<file path="src/rtl/alu_operand_sequencer.sv">
// Byte-stream operand assembler and result sampler wrapped around a combinational ALU logic unit.
// Optional RESULT_PARITY_EN adds a registered even-parity bit alongside res_data.
module alu_operand_sequencer #(
    parameter int WIDTH       = 16,
    parameter int EVAL_CYCLES = 1
) (
    input  logic             clk,
    input  logic             rst,
    input  logic             in_valid,
    output logic             in_ready,
    input  logic [7:0]       in_byte,
    output logic [WIDTH-1:0] op_a,
    output logic [WIDTH-1:0] op_b,
    input  logic [WIDTH-1:0] op_y,
    output logic             res_valid,
    input  logic             res_ready,
    output logic [WIDTH-1:0] res_data,
    output logic             busy
`ifdef RESULT_PARITY_EN
    ,
    output logic             res_parity
`endif
);

    localparam int N     = WIDTH / 8;
    localparam int IDX_W = (N > 1) ? $clog2(N) : 1;

    typedef enum logic [1:0] {
        LOAD_A,
        LOAD_B,
        EVAL,
        HOLD
    } state_t;

    state_t           state;
    state_t           state_nxt;
    logic [IDX_W-1:0] idx;
    logic [WIDTH-1:0] sa;
    logic [WIDTH-1:0] sb;
    logic [WIDTH-1:0] sb_nxt;
    logic [3:0]       cnt;
    logic             accept;
    logic             last_byte;
    logic             res_hs;

    assign in_ready  = (state == LOAD_A || state == LOAD_B) && !rst;
    assign accept    = in_valid && in_ready;
    assign last_byte = (idx == IDX_W'(N - 1));
    assign res_hs    = res_valid && res_ready;

    // op_b must include the byte arriving on the commit edge itself.
    always_comb begin
        sb_nxt = sb;
        sb_nxt[8*idx +: 8] = in_byte;
    end

    always_ff @(posedge clk or posedge rst) begin
        if (rst) begin
            state <= LOAD_A;
        end else begin
            state <= state_nxt;
        end
    end

    always_comb begin
        state_nxt = state;
        case (state)
            LOAD_A:  if (accept && last_byte) state_nxt = LOAD_B;
            LOAD_B:  if (accept && last_byte) state_nxt = EVAL;
            EVAL:    if (cnt == 4'd1)         state_nxt = HOLD;
            HOLD:    if (res_hs)              state_nxt = LOAD_A;
            default:                          state_nxt = LOAD_A;
        endcase
    end

    always_ff @(posedge clk or posedge rst) begin
        if (rst) begin
            idx       <= '0;
            sa        <= '0;
            sb        <= '0;
            op_a      <= '0;
            op_b      <= '0;
            cnt       <= '0;
            res_data  <= '0;
            res_valid <= 1'b0;
            busy      <= 1'b0;
`ifdef RESULT_PARITY_EN
            res_parity <= 1'b0;
`endif
        end else begin
            if (accept) begin
                idx <= last_byte ? '0 : idx + IDX_W'(1);
                if (state == LOAD_A) begin
                    sa[8*idx +: 8] <= in_byte;
                    if (idx == '0) busy <= 1'b1;
                end else begin
                    sb <= sb_nxt;
                    if (last_byte) begin
                        op_a <= sa;
                        op_b <= sb_nxt;
                        cnt  <= 4'(EVAL_CYCLES);
                    end
                end
            end
            if (state == EVAL) begin
                cnt <= cnt - 4'd1;
                if (cnt == 4'd1) begin
                    res_data  <= op_y;
                    res_valid <= 1'b1;
`ifdef RESULT_PARITY_EN
                    res_parity <= ^op_y;
`endif
                end
            end
            if (res_hs) begin
                res_valid <= 1'b0;
                busy      <= 1'b0;
            end
        end
    end

endmodule

</file>
<file path="config.mk">
export PLATFORM = sky130hd
export DESIGN_NAME = alu_operand_sequencer
export DESIGN_NICKNAME = d
export VERILOG_FILES = /design/src/rtl/alu_operand_sequencer.sv
export SDC_FILE = /design/constraint.sdc
export NUM_CORES = 1
export LEC_CHECK = 0
export BUFFER_PORTS_ARGS = -buffer_cell sky130_fd_sc_hd__buf_2
export CAP_MARGIN = 15
export CORE_ASPECT_RATIO = 1.4
export CORE_UTILIZATION = 35
export CTS_CLUSTER_SIZE = 24
export DETAILED_ROUTE_END_ITERATION = 6
export GPL_TIMING_DRIVEN = 0
export SYNTH_ARGS = -nofsm -noshare
export SYNTH_HDL_FRONTEND = slang
export SYNTH_SLANG_ARGS = --single-unit
</file>
<file path="constraint.sdc">
create_clock -name clk -period 2 [get_ports clk]
set_input_delay 0.1 -clock clk [delete_from_list [all_inputs] [get_ports clk]]
set_output_delay 0.1 -clock clk [all_outputs]
set_load 0.005 [all_outputs]
</file>
[Yosys cells after proc, flatten, opt, wreduce, memory -nomap -nowiden]
Cells that the tools add are included.
Operators by class
  add/subtract/negate cells: 3
  eq/ne operators: 10
  shifts and indexed selects: 2
  multiplexer cells: 19
  bitwise gates (word level): 1
  reduce and logical (&&, ||, !) cells: 21
Operators by type and width (count)
  negator 4 -> 34 bit: 1
  variable shift 8 x 34 -> 16 bit, first input constant: 1
  variable part select 8 x 34 -> 16 bit: 1
  bitwise mux 16 bit: 2
  2-to-1 mux 4 bit: 4
  nonzero test 2 bit: 6
  AND reduction 3 bit: 3
  2-to-1 mux 1 bit: 8
  2-to-1 mux 2 bit: 4
  inequality test 2 x 1 -> 1 bit, second input constant: 4
  case mux 2 bit (4 select lines): 1
  AND reduction 2 bit: 4
  == test 2 bit, second input constant: 2
  == test 4 x 1 -> 1 bit, second input constant: 1
  logical AND 1 bit: 4
  inequality test 2 bit, second input constant: 2
  AND reduction 4 bit: 1
  subtractor 4 x 1 -> 4 bit, second input constant: 1
  == test 2 x 1 -> 1 bit, second input constant: 1
  zero test 2 bit: 1
  adder 1 bit, second input constant: 1
  zero test 1 bit: 1
  logical OR 1 bit: 1
  inverter 1 bit: 1
Storage, ports and cells
  flip-flop bits (word level): 89
  input bits: 28
  output and inout bits: 51
  logic and storage cells: 66

[Depth between registers and ports, before layout]
  depth in word-level cells: 7
  gate-level depth with buffers: 8
  gate-level depth less buffers: 6

[Worst setup path before layout]
No wires, ideal clock.
  kind: register to register
  from: reg state[0]
  to: reg res_data[0]
  library setup time: 125 ps
  arrival: 1671 ps
  required time: 1875 ps
  setup slack: 205 ps
  cell stages (with the launch flop): 8
  buffers on the path: 3
  period minus slack after synthesis: 1795 ps
  cell sequence: dfrtp_1 inv_1 ha_1 buf_4 nor4bb_1 buf_2 buf_4 mux2_2
On the way
  longest elaborated chain between the ends: 2
RTL lines
  start: declaration: line 35  | state_t state;
  start signal: assignment: line 61  | state <= state_nxt;
  == test 2 bit: line 105  | if (state == EVAL) begin
  AND reduction 2 bit (no line)
  end signal: assignment: line 108  | res_data <= op_y;
  end: declaration: line 17  | output logic [WIDTH-1:0] res_data,
No other way between the ends.
A chain may end at the register's enable or synchronous reset.

[Worst setup path in the final report]
  from: reg state[0]
  to: reg res_data[15]
Same word-level chain as after synthesis.

==> impl_results.md <==
* Status: completed
* Synthesized Nets at 249
* Pin count of the biggest net entering global routing at 43
* Type of the most critical hold path: input port to flop
* Top cells by area, synth: dfrtp_1, mux2_2, ha_1, inv_1, buf_2
* H-tree depth at 3
* Core Footprint at 9030 um2
* Finished Layout Cells at 436
* Max clock buf depth at 2
* Post-DP HPWL at 4340 um
* First DRT Iteration DRCs at 28
* Sequential share of the synthesized area at 62.2%
* R2R cell count at 7
* Cell variety after synth at 30
* Row count at 41
* Pwr dens at 1540 nW/um2
* EDFF count, synth at 0
* Fmax at 538 MHz
* Vias at 2088
* WP buf/inv at 4
* Clock buffer count from CTS at 9
* DP Cell Count at 401
* Port buffer count at 78
* Post-Synthesis Cells at 215
* Routed wire length at 6450 um
* DRT Pass-1 Iters at 4
* Die Area at 9700 um2
* Die height at 116 um
* All-Layer GR Usage at 14.8%
* Reg-to-Reg Start: state[0]
* Maximum vdd drop at 0.890 mV
* Vias in the first global route at 2166
* Worst path arrival time at 2.07 ns
* Total global routing overflow at 0
* Placer congestion estimate at 0.688
* DIE WIDTH at 83.5 um
* Clock Skew at 0.00585 ns
* Reg-to-reg slack, setup at 0.14 ns
* Multi-input gate area at 1180 um2
* Max-cap viol count at 0
* Initial core utilization at 36.1%
* Hold endpoint: sa[4]
* Clk Tree Root Cell: clkbuf_16
* RSZ-0062 raised after global routing: no
* Initial antenna violation count at 0
* Clk sinks at 81
* CTS tree: built
* Area Overhead vs Synth at 32.6%
* Top-area cell type share of the netlist area at 62.2%
* Final core occ at 47.9%
* Fin crit period at 1.86 ns
* Slowest CP cell: dfrtp_2
* Worst-path clk slew at 0.06 ns
* R2r endpoint: res_data[15]
* Worst slew pin tran at 0.855 ns
* Drt via density at 4.79
* Synthesis warning total at 0
* Design Power at 0.00664 W
* Routed len/inst at 14.8 um
* Crit path kind: flop to flop
* Setup crit end kind: flop
* I/O Pins at 79
* Worst skew pair latency at 0.33 ns
* Ys async rst share at 100%
* Seq cells post-synth at 81
* P_leak at 2.10 nW
* Nets at 359
* Dpl cell area at 3810 um2
* Diodes inserted at 0
* Top_reg_cell synth: dfrtp_1
* First-pass GRT wire length at 10700 um
* FF+latch area at 2030 um2
* Hold wc startpoint: in_byte[4]
* Cell family contributing the most delay on the critical path: buffers and inverters
* CP Launch Type: flop
* Cell Chain, Critical Path: inv_1 -> ha_1 -> buf_4 -> nor4bb_4 -> buf_4 -> buf_6 -> mux2_2
* Drt drc at 0
* Cell area after synthesis at 3260 um2
* Fin crit share at 92.9%
* Post-synth top area cell: dfrtp_1
* Post-synthesis area per instance at 15.2 um2
* Endpoints failing hold at 0
* Share of cells above drive strength 1 at 55.6%
* Crit-path max FO at 10
* Design area at 4320 um2
* Fillers at 850
* Slew Viols, Final at 0
* Max incr delay on CP at 0.44 ns
* CP most frequent cell: buf_4
* Worst EP required at 2.21 ns
* Final setup TNS at 0 ns
* Final setup viols at 0
* Hold depth at 2
* Post-route antenna net violation count at 0
* Worst slew margin at 42.9%
## synth_stat cells (2+ instances only)
library cell  instances
o21ai_0               4
dfrtp_1              81
mux2_2               72
a21oi_1               4
ha_1                  6
inv_1                 7
o21a_1                2
o31ai_1               2
buf_4                 3
nand2_1               6
nor2_1                3
nand2b_1              3
buf_2                 5
## cell usage in the layout, fill, tap and decap left out, types with 5 or more instances in the layout
cell	synthesis	layout
ha_1	6	5
inv_1	7	6
buf_2	5	80
clkbuf_16	0	9
buf_4	3	5
dfrtp_1	81	80
nand2_1	6	6
dlygate4sd3_1	0	18
mux2_2	72	72
## per-stage QoR
step	hold slack [ns]	worst slack, ns
after floorplan	0.196	0.205
after global placement	0.301	0.0141
after detailed placement	0.305	-0.0000338
after CTS	0.0383	0.00444
after global routing	0.0467	0.000612
final	0.0468	0.141
## state kept, by name (all words and copies together) (netlist names)
signal	count
op_a	16
op_b	16
res_data	16
sa	16
sb	8
cnt	4
state	2
busy	1
idx	1
res_valid	1
## repair_timing
item	CTS	global route
resized for setup	2	8
setup endpoints to repair	17	43
hold endpoints to repair	56	0
pin swaps	0	0
hold buffers	18	0
buffers inserted	0	2
## worst reg2reg max path: stages, from the launching register on
cell and delay, ns:
dfrtp_2 0.44, inv_1 0.11, ha_1 0.16, buf_4 0.15, nor4bb_4 0.19, buf_4 0.18, buf_6 0.15, mux2_2 0.34
## cells by family after synthesis
family	after synthesis	share of synthesized area (%)
xor gates and xnor gates	1	0.269
DFF	81	62.2
adders and majority gates	6	2.30
buffers and inverters	15	2.27
and+or+nand+nor	22	4.15
muxes	73	25.3
AOI/OAI and AO/OA	17	3.46
## worst max path at each step
stage | cells past startpoint | end | startpoint | slack [ns]
after floorplan | 7 | res_data[0] | state[0] | 0.20
after global placement | 7 | res_data[6] | state[0] | 0.01
after detailed placement | 7 | res_data[2] | state[0] | -0.00003
after CTS | 6 | state[1] | state[0] | 0.004
after global routing | 7 | res_data[15] | state[0] | 0.0006
final | 7 | res_data[15] | state[0] | 0.14
## layer usage
metal | share of wire [%] | vias up | track usage (%)
li1 | - | 986 | -
met1 | 41 | 1030 | 16.4
met2 | 50 | 65 | 25.1
met3 | 6.9 | 7 | 6.36
met4 | 1.5 | 0 | 6.10
met5 | 0 | - | 0
## power by group
part / internal [W] / total, W / switching (W)
clock network: 0.000933 / 0.00154 / 0.000610
registers: 0.00241 / 0.00281 / 0.000401
logic: 0.00137 / 0.00228 / 0.000909
## cell type report
| type | count | share of cell area, % |
|---|---|---|
| Inverter | 7 | 0.695 |
| Multi-Input combinational cell | 119 | 27.4 |
| Tap cell | 107 | 3.10 |
| Clock inverter | 2 | 0.290 |
| Clock buffer | 13 | 6.25 |
| Sequential cell | 81 | 46.9 |
| Buffer | 8 | 1.36 |
| Timing Repair Buffer | 99 | 14.0 |
Note: power is estimated with default switching activity, not from simulation.
